### src/rtl/mem_sched_pkg.sv
// Shared types for the round-robin memory scheduler: FSM states, the
// request/response payloads and the index-width helper.
package mem_sched_pkg;

    typedef enum logic {ARB, HOLD} sched_state_e;

    typedef struct packed {
        logic [31:0] addr;
        logic        we;
        logic [31:0] wdata;
    } mreq_t;

    typedef struct packed {
        logic [31:0] rdata;
    } mresp_t;

    // A single master still needs one bit to name itself.
    function automatic int idx_w(input int cnt);
        return (cnt > 1) ? $clog2(cnt) : 1;
    endfunction

endpackage

### src/rtl/index_fifo.sv
// Small FIFO of master indices; in fall-through mode an entry pushed this
// cycle is visible at the head (and may be popped) in the same cycle.
module index_fifo #(
    parameter int DEPTH       = 4,
    parameter int WIDTH       = 2,
    parameter int FALLTHROUGH = 1
) (
    input  logic             clk,
    input  logic             rst,
    input  logic             flush,
    input  logic             push,
    input  logic [WIDTH-1:0] push_data,
    input  logic             pop,
    output logic [WIDTH-1:0] pop_data,
    output logic             full,
    output logic             empty
);

    localparam int PTR_W = (DEPTH > 1) ? $clog2(DEPTH) : 1;
    localparam int CNT_W = $clog2(DEPTH + 1);

    logic [WIDTH-1:0] mem [DEPTH];
    logic [PTR_W-1:0] rd_ptr, wr_ptr, rd_ptr_inc, wr_ptr_inc;
    logic [CNT_W-1:0] count;
    logic             stored_empty, bypass, do_write, do_read;

    assign stored_empty = (count == '0);
    assign full         = (count == CNT_W'(DEPTH));
    assign bypass       = (FALLTHROUGH != 0) && stored_empty && push;
    assign empty        = stored_empty && !bypass;
    assign pop_data     = stored_empty ? push_data : mem[rd_ptr];

    // A push consumed by a same-cycle pop on an empty FIFO never gets stored.
    assign do_write = push && !full && !(bypass && pop);
    assign do_read  = pop && !stored_empty;

    assign rd_ptr_inc = (rd_ptr == PTR_W'(DEPTH - 1)) ? '0 : rd_ptr + 1'b1;
    assign wr_ptr_inc = (wr_ptr == PTR_W'(DEPTH - 1)) ? '0 : wr_ptr + 1'b1;

    always_ff @(posedge clk) begin
        if (rst || flush) begin
            rd_ptr <= '0;
            wr_ptr <= '0;
            count  <= '0;
        end else begin
            if (do_write) wr_ptr <= wr_ptr_inc;
            if (do_read)  rd_ptr <= rd_ptr_inc;
            if (do_write && !do_read) count <= count + 1'b1;
            else if (do_read && !do_write) count <= count - 1'b1;
        end
    end

    always_ff @(posedge clk) begin
        if (do_write) mem[wr_ptr] <= push_data;
    end

endmodule

### src/rtl/rr_select.sv
// Round-robin pick: the first eligible requester after 'last', wrapping
// around so that 'last' itself has the lowest priority.
module rr_select
    import mem_sched_pkg::*;
#(
    parameter int CNT   = 3,
    parameter int IDX_W = idx_w(CNT)
) (
    input  logic [CNT-1:0]   eligible,
    input  logic [IDX_W-1:0] last,
    output logic [IDX_W-1:0] winner,
    output logic             any
);

    logic [IDX_W:0] cand;

    // last < CNT and the offset is <= CNT, so one subtraction always wraps.
    always_comb begin
        winner = '0;
        any    = 1'b0;
        cand   = '0;
        for (int k = 0; k < CNT; k++) begin
            cand = {1'b0, last} + (IDX_W+1)'(k + 1);
            if (cand >= (IDX_W+1)'(CNT)) begin
                cand = cand - (IDX_W+1)'(CNT);
            end
            if (!any && eligible[cand[IDX_W-1:0]]) begin
                winner = cand[IDX_W-1:0];
                any    = 1'b1;
            end
        end
    end

endmodule

### src/rtl/mem_rr_scheduler.sv
// Shares one memory slave port among CNT masters with round-robin grants,
// per-master outstanding limits and in-order response routing.
module mem_rr_scheduler
    import mem_sched_pkg::*;
#(
    parameter int CNT             = 3,
    parameter int QUEUE_DEPTH     = 4,
    parameter int MAX_OUTSTANDING = 2
) (
    input  logic                clk,
    input  logic                rst,
    input  logic [CNT-1:0]      master_req_valid,
    output logic [CNT-1:0]      master_req_ready,
    input  mreq_t [CNT-1:0]     master_req_data,
    output logic [CNT-1:0]      master_resp_valid,
    input  logic [CNT-1:0]      master_resp_ready,
    output mresp_t [CNT-1:0]    master_resp_data,
    output logic                slave_req_valid,
    input  logic                slave_req_ready,
    output mreq_t               slave_req_data,
    input  logic                slave_resp_valid,
    output logic                slave_resp_ready,
    input  mresp_t              slave_resp_data,
    output logic                idle
);

    localparam int IDX_W = idx_w(CNT);
    localparam int CNT_W = $clog2(MAX_OUTSTANDING + 1);

    sched_state_e     state, state_n;
    logic [IDX_W-1:0] hold_idx, hold_idx_n, last, sel, rr_winner, head;
    logic [CNT-1:0]   eligible, cnt_inc, cnt_dec;
    logic [CNT_W-1:0] out_cnt [CNT];
    logic             rr_any, req_fire, resp_fire, fifo_full, fifo_empty;

    always_comb begin
        for (int i = 0; i < CNT; i++) begin
            eligible[i] = master_req_valid[i] && (out_cnt[i] < CNT_W'(MAX_OUTSTANDING));
        end
    end

    rr_select #(.CNT(CNT), .IDX_W(IDX_W)) u_rr_select (
        .eligible (eligible),
        .last     (last),
        .winner   (rr_winner),
        .any      (rr_any)
    );

    // HOLD pins the stalled grant so the slave sees a stable request until it fires.
    always_comb begin
        state_n         = state;
        hold_idx_n      = hold_idx;
        sel             = rr_winner;
        slave_req_valid = 1'b0;
        case (state)
            ARB: begin
                slave_req_valid = rr_any && !fifo_full && !rst;
                if (slave_req_valid && !slave_req_ready) begin
                    state_n    = HOLD;
                    hold_idx_n = rr_winner;
                end
            end
            HOLD: begin
                sel             = hold_idx;
                slave_req_valid = !fifo_full && !rst;
                if (slave_req_valid && slave_req_ready) state_n = ARB;
            end
            default: state_n = ARB;
        endcase
    end

    assign req_fire         = slave_req_valid && slave_req_ready;
    assign slave_req_data   = master_req_data[sel];
    assign slave_resp_ready = !fifo_empty && master_resp_ready[head] && !rst;
    assign resp_fire        = slave_resp_valid && slave_resp_ready;
    assign idle             = fifo_empty && !slave_req_valid;

    always_comb begin
        for (int i = 0; i < CNT; i++) begin
            master_req_ready[i]  = req_fire && (sel == IDX_W'(i));
            master_resp_valid[i] = slave_resp_valid && !fifo_empty && (head == IDX_W'(i)) && !rst;
            master_resp_data[i]  = slave_resp_data;
            cnt_inc[i]           = req_fire && (sel == IDX_W'(i));
            cnt_dec[i]           = resp_fire && (head == IDX_W'(i));
        end
    end

    index_fifo #(.DEPTH(QUEUE_DEPTH), .WIDTH(IDX_W), .FALLTHROUGH(1)) u_index_fifo (
        .clk       (clk),
        .rst       (rst),
        .flush     (1'b0),
        .push      (req_fire),
        .push_data (sel),
        .pop       (resp_fire),
        .pop_data  (head),
        .full      (fifo_full),
        .empty     (fifo_empty)
    );

    // Issue and retire for the same master in one cycle cancel out.
    always_ff @(posedge clk) begin
        if (rst) begin
            state    <= ARB;
            hold_idx <= '0;
            last     <= IDX_W'(CNT - 1);
            for (int i = 0; i < CNT; i++) out_cnt[i] <= '0;
        end else begin
            state    <= state_n;
            hold_idx <= hold_idx_n;
            if (req_fire) last <= sel;
            for (int i = 0; i < CNT; i++) begin
                if (cnt_inc[i] && !cnt_dec[i]) out_cnt[i] <= out_cnt[i] + 1'b1;
                else if (cnt_dec[i] && !cnt_inc[i]) out_cnt[i] <= out_cnt[i] - 1'b1;
            end
        end
    end

endmodule

### config.mk
export PLATFORM = sky130hd
export DESIGN_NAME = mem_rr_scheduler
export DESIGN_NICKNAME = d
export VERILOG_FILES = /design/src/rtl/mem_sched_pkg.sv /design/src/rtl/index_fifo.sv /design/src/rtl/rr_select.sv /design/src/rtl/mem_rr_scheduler.sv
export SDC_FILE = /design/constraint.sdc
export NUM_CORES = 1
export LEC_CHECK = 0
export CORE_AREA = 2 2 156 158
export DETAILED_ROUTE_END_ITERATION = 8
export DIE_AREA = 0 0 158 160
export DONT_BUFFER_PORTS = 1
export PLACE_DENSITY = 0.31
export SYNTH_ARGS = -nofsm -noshare
export SYNTH_HDL_FRONTEND = slang
export SYNTH_HIERARCHICAL = 1
export SYNTH_SLANG_ARGS = --single-unit
export TNS_END_PERCENT = 20
### constraint.sdc
create_clock -name clk -period 12.5 [get_ports clk]
set_input_delay 2.5 -clock clk [delete_from_list [all_inputs] [get_ports clk]]
set_output_delay 2.5 -clock clk [all_outputs]
set_load 0.03 [all_outputs]
# ---- After elaboration in Yosys (flattened, before gate mapping)
# Memories as Yosys holds them, arrays and structs flattened. A register that Yosys moved wholly into a read port is not among the register bits.
# Index checks and enable logic that the tools add are counted.
dict set report totals {
  ram_bits 14
  mem_count 2
  output_inout_bits 170
  input_bits 237
  mem_bits_ro 0
  regBits 12
  latch_bits 0
  wordCells 176
}
dict set report op_classes {
  n_reduce_logical 65
  shifts 0
  magnitude_cmp 11
  addsub 16
  muxes 62
  div 0
  mul 0
  eq_ne 7
  bitwise_logic 7
}
# name words word_bits rd rd_clocked_by_memory_dff wr line_no
set mem_list {}
lappend mem_list {u_index_fifo.mem 4 2 1 1 1 index_fifo.sv:22} ;# logic [WIDTH-1:0] mem [DEPTH];
lappend mem_list {out_cnt 3 2 3 0 3 mem_rr_scheduler.sv:33} ;# logic [CNT_W-1:0] out_cnt [CNT];
# operator count
set op_table {}
lappend op_table {{binary-select mux 65 bit (select 2 bit)} 1}
lappend op_table {{two-way mux 65 bit} 1}
lappend op_table {{logical AND 1 bit} 42}
lappend op_table {{two-way mux 2 bit} 18}
lappend op_table {{two-way mux 1 bit} 34}
lappend op_table {{logical NOT 1 bit} 18}
lappend op_table {{< comparator 2 x 3 -> 1 bit, second input constant} 5}
lappend op_table {{adder 2 x 1 -> 2 bit, second input constant} 5}
lappend op_table {{greater-or-equal comparator 3 x 2 -> 1 bit, second input constant} 3}
lappend op_table {{binary-select mux 1 bit (select 2 bit)} 4}
lappend op_table {{== test 2 bit, second input constant} 4}
lappend op_table {{adder 2 x 2 -> 3 bit, second input constant} 2}
lappend op_table {{< comparator 2 bit, second input constant} 3}
lappend op_table {{two-way mux 3 bit} 2}
lappend op_table {{bitwise OR 1 bit} 6}
lappend op_table {{subtractor 2 x 1 -> 2 bit, second input constant} 3}
lappend op_table {{subtractor 2 bit, second input constant} 3}
lappend op_table {{== test 2 x 1 -> 1 bit, second input constant} 2}
lappend op_table {{logical NOT 2 bit} 2}
lappend op_table {{case mux 1 bit (2 select lines)} 2}
lappend op_table {{adder 2 x 1 -> 3 bit, second input constant} 1}
lappend op_table {{adder 3 x 1 -> 3 bit, second input constant} 1}
lappend op_table {{== test 3 bit, second input constant} 1}
lappend op_table {{logical NOT 3 bit} 1}
lappend op_table {{other kinds (4)} 4}

# ---- Depth between registers and ports, before layout
dict set report logic_depth {
  word_depth 31
  depth_mapped 22
  ltp_nobuf 20
}

# ---- Hierarchy
# Netlist, hierarchy kept.
# mod cells_each seq_area_each_um2 area_each_um2 instances
set modules_own_cells {}
lappend modules_own_cells {mem_rr_scheduler 406 280.3 2896.5 1}
lappend modules_own_cells {index_fifo 62 420.4 794.5 1}
lappend modules_own_cells {rr_select 22 0.0 152.6 1}

# ---- Least setup slack after synthesis
# No wires, ideal clock.
dict set report synth_timing {
  path_kind {input-to-output}
  from {input master_req_valid[0]}
  to {output slave_resp_ready}
  path_stages 12
  t_arrival_ps 5379
  n_path_buf 3
  required_time_ps 10000
  setup_slack_ps 4621
  cell_sequence {nor2b_1 a21boi_0 o21ai_0 and3_1 mux2_4 clkbuf_1 clkbuf_1 mux2_2 clkbuf_1 a21o_1 o21ai_0 nor3b_1}
}
dict set report synth_between {
  word_cells_on_any_way 31
  cone_classes {17 x mux; 14 x reduce/logical}
}
# item line_no
set synth_lines {}
lappend synth_lines {{start: declaration} mem_rr_scheduler.sv:12} ;# input logic [CNT-1:0] master_req_valid,
lappend synth_lines {{logical AND 1 bit *} mem_rr_scheduler.sv:38} ;# eligible[i] = master_req_valid[i] && (out_cnt[i] < CNT_W'(MAX_OUTSTANDING));
lappend synth_lines {{binary-select mux 1 bit (select 2 bit)} rr_select.sv:27} ;# if (!any && eligible[cand[IDX_W-1:0]]) begin
lappend synth_lines {{two-way mux 1 bit (not written as such)} rr_select.sv:27}
lappend synth_lines {{two-way mux 1 bit} rr_select.sv:27}
lappend synth_lines {{logical NOT 1 bit} rr_select.sv:27}
lappend synth_lines {{logical AND 1 bit} rr_select.sv:27}
lappend synth_lines {{two-way mux 1 bit} rr_select.sv:27}
lappend synth_lines {{logical NOT 1 bit} rr_select.sv:27}
lappend synth_lines {{[2 not listed]} n/a}
lappend synth_lines {{net rr_winner[0]} mem_rr_scheduler.sv:31} ;# logic [IDX_W-1:0] hold_idx, hold_idx_n, last, sel, rr_winner, head;
lappend synth_lines {{two-way mux 2 bit *} mem_rr_scheduler.sv:55} ;# case (state)
lappend synth_lines {{net sel[0]} mem_rr_scheduler.sv:31}
lappend synth_lines {{two-way mux 2 bit *} index_fifo.sv:31} ;# assign pop_data = stored_empty ? push_data : mem[rd_ptr];
lappend synth_lines {{net head[0]} mem_rr_scheduler.sv:31}
lappend synth_lines {{binary-select mux 1 bit (select 2 bit) *} mem_rr_scheduler.sv:74} ;# assign slave_resp_ready = !fifo_empty && master_resp_ready[head] && !rst;
lappend synth_lines {{two-way mux 1 bit (not written as such) *} mem_rr_scheduler.sv:74}
lappend synth_lines {{logical AND 1 bit * (2 in series)} mem_rr_scheduler.sv:74}
lappend synth_lines {{end: declaration} mem_rr_scheduler.sv:22} ;# output logic slave_resp_ready,
# The timed path passes the listed nets; every way through them passes the cells marked *. The select of a mux whose other input is x is not followed.

# ---- Worst setup path in the final report
dict set report layout_timing {
  from {input master_req_valid[1]}
  to {output slave_resp_ready}
}
dict set report layout_between {
  word_cells_on_any_way 31
  cone_classes {17 x mux; 14 x reduce/logical}
}
# item line_no
set layout_lines {}
lappend layout_lines {{logical AND 1 bit *} mem_rr_scheduler.sv:38}
lappend layout_lines {{binary-select mux 1 bit (select 2 bit)} rr_select.sv:27}
lappend layout_lines {{two-way mux 1 bit (not written as such)} rr_select.sv:27}
lappend layout_lines {{two-way mux 1 bit} rr_select.sv:27}
lappend layout_lines {{logical NOT 1 bit} rr_select.sv:27}
lappend layout_lines {{logical AND 1 bit} rr_select.sv:27}
lappend layout_lines {{two-way mux 1 bit} rr_select.sv:27}
lappend layout_lines {{logical NOT 1 bit} rr_select.sv:27}
lappend layout_lines {{logical AND 1 bit} rr_select.sv:27}
lappend layout_lines {{two-way mux 2 bit *} rr_select.sv:27}
lappend layout_lines {{net rr_winner[1]} mem_rr_scheduler.sv:31}
lappend layout_lines {{two-way mux 2 bit *} mem_rr_scheduler.sv:55}
lappend layout_lines {{two-way mux 2 bit *} index_fifo.sv:31}
lappend layout_lines {{net head[1]} mem_rr_scheduler.sv:31}
lappend layout_lines {{binary-select mux 1 bit (select 2 bit) *} mem_rr_scheduler.sv:74}
lappend layout_lines {{two-way mux 1 bit (not written as such) *} mem_rr_scheduler.sv:74}
lappend layout_lines {{logical AND 1 bit * (2 in series)} mem_rr_scheduler.sv:74}
# Marks and branches as above.

==> impl_metrics.toml <==
[outcome]
outcome = "finished clean"

[worst_setup_path]
start_kind = "input port"
critPathMaxFanout = 35
critPathSlowestCell = "nor3b_1"
cpPeakStageDelay_ps = 800
path_buf_inv = 1
worstPathRequired_ps = 10000
arrival_ps = 5660
r2r_slack_ps = 7660
critPathKind = "input port to output pin"
critPathCaptureType = "output pin"
cp_top_family = "simple AND/OR/NAND/NOR gates"
critical_path.cell_chain = "nor2b_1 > a211oi_1 > o311a_1 > mux2i_2 > inv_4 > mux2_2 > nand2b_1 > a21o_1 > o21ai_0 > nor3b_1"

[synthesis]
synth_top_area_share_pct = 19.7
netlist_area_um2 = 3840
ys_seq_elements = 28
synth_area_leader_cell = "buf_4"
syn_nets = 737
synthCells = 490
synthArstFlopShare_pct = 0
synth_edf_count = 14
yosysSeqAreaShare_pct = 18.2
ys.warnings.count = 6
ys_types = 57
synth.area.top_cells = "buf_4 20%, mux2i_1 19%, edfxtp_1 11%"
ys.flop_type = "edfxtp_1"
avgSynthCellArea_um2 = 7.84

[timing]
fin_skew_ps = 8.30
setup_tns_ps = 0
tightest_slew_ps = 1240
finalMaxSlewViolations = 0
fin_crit_sh_pct = 65.3
max_freq_mhz = 123
hold_ws_ps = 524
grt_setup_unrepaired = "no"
setup_viol = 0
slew_headroom_pct = 16.4
hold_viol_final = 0
post-route-min-period_ps = 8160

[clock_tree]
clk_path_buf_depth = 2
cts_tree = "yes"
clockRootBuffer = "clkbuf_16"
numCtsBuffers = 3
cts_setup_buffers = 0
clock_latency_ps = 260
cts_num_sinks = 28
hold_buffers = 0
cts-resized-gates = 0
htree_levels = 1
clkTransAtPathRegs_ps = 60

[place]
place_congestion = 0.746
dp.cells = 702
placed_area_um2 = 3450
port_buffers = 0
dp_hpwl_mm = 13.3

[drt]
drc = 0
ant_nets = 0
vias_per_cell = 4.18
drt_iter0_drc = 220
routed_wl_mm = 15.6
avgRoutedWirePerCell_um = 22.0
via_count = 2961
firstDrtPassIters = 5

[layout]
final_cells = 708
drive_gt1_share_pct = 8.38
syn_to_final_growth_pct = -7.26
multi_input_area_um2 = 2220
fill_cells = 2749
final_core_util_pct = 15.0
regArea_um2 = 701
fin_area_um2 = 3560
final_nets = 630

[floorplanning]
die-height_um = 160
die_w_um = 158
start_util_pct = 16.1
die-area_um2 = 25300
coreArea_um2 = 23800
placementRows = 57
pin_count = 407

[global_route]
grt_pass1_vias = 2824
grt_usage_pct = 11.1
grt_overflow = 0
grt_pass1_wl_mm = 20.4
antenna_found_initial = 2
grt_max_degree = 77

[worst_hold_path]
hold_class = "flip-flop to flip-flop"

[pwr]
ir_drop_mv = 0.0437
power_density_nw_per_um2 = 129
p_leak_nw = 1.12

[run]
drv_cap = 0
==> Yosys cell counts, drive strengths merged (2+ instances only) <==
cell type	n
nor2	23
xnor2	4
a211o	2
o21ai	72
nand2b	4
buf	113
nor3b	3
o31ai	3
and2	8
and3	3
nor3	3
inv	12
clkbuf	10
dfxtp	14
nor2b	8
nand3	2
or3b	2
mux4	2
mux2	3
ha	9
mux2i	74
edfxtp	14
or2	2
a21oi	5
or3	2
a21boi	2
xor2	4
nand2	69
a211oi	3
==> through the flow <==
stage | worst slack (ps) | total power [mW]
global route | 4030 | 0.486
detailed placement | 4260 | 0.371
floorplan | 4620 | 0.378
global placement | 4280 | 0.369
finish | 4340 | 0.459
CTS | 4230 | 0.468
==> worst min-delay path, delay by kind of cell, from the launching register on <==
| kind | cells | cell delay [ps] |
|---|---|---|
| multiplexers | 1 | 70 |
| AND/OR/NAND/NOR | 1 | 70 |
| flip-flops | 1 | 350 |
==> registers in the layout (all words and copies together), names as in the netlist, named ones only <==
| register | flops |
|---|---|
| u_index_fifo/count | 3 |
| u_index_fifo/rd_ptr | 2 |
| last | 2 |
| hold_idx | 2 |
| state | 1 |
| out_cnt | 6 |
| u_index_fifo/mem | 8 |
| u_index_fifo/wr_ptr | 2 |
==> cell type report <==
type / count / share of cell area [%]
tap: 324 / 11.4
multi-input combinational: 327 / 62.2
antenna: 2 / 0.140
clock buffer: 3 / 2.11
timing repair buffer: 11 / 2.32
clock inverter: 1 / 0.842
sequential: 28 / 19.7
inverter: 12 / 1.33
==> cell families (layout without fill, tap and decap cells) <==
group / after synthesis / in the layout / share of synthesized area, %
other: 1 / 3 / 0.0976
buffers and inverters: 135 / 27 / 24.1
multiplexers: 79 / 79 / 21.5
XOR/XNOR: 8 / 8 / 1.82
AO/OA/AOI/OAI: 96 / 96 / 14.3
AND/OR/NAND/NOR: 133 / 133 / 16.5
flip-flops: 28 / 28 / 18.2
adder cells (fa/ha/maj): 10 / 10 / 3.45
==> final timing paths <==
check / from / endpoint / cells after the start
worst max register to register: last[0] / u_index_fifo/count[2] / 19
worst max-delay path: master_req_valid[1] / slave_resp_ready / 10
worst min-delay path: hold_idx[0] / hold_idx[0] / 2
worst min register to register: hold_idx[0] / hold_idx[0] / 2
==> where the power goes <==
group | switching, mW | internal, mW | leakage [nW]
Combinational | 0.194 | 0.0621 | 0.815
Clock | 0.0310 | 0.0638 | 0.0511
Sequential | 0.00529 | 0.103 | 0.249
Total | 0.230 | 0.229 | 1.12
==> routing by layer <==
metal | part of all wire (%) | track usage (%)
met2 | 49 | 19.0
met3 | 13 | 4.34
met5 | 0.077 | 0.794
met1 | 37 | 13.4
met4 | 0.54 | 1.76
==> cell usage in the layout, fill, tap and decap left out, drive strengths merged, types with 5 or more instances in the layout <==
cell type,n
nand2,69
nor2,23
o21ai,72
and2,8
a21oi,5
ha,9
edfxtp,14
buf,11
mux2i,74
inv,12
dfxtp,14
nor2b,8
Power figures use the tool's default switching activity.
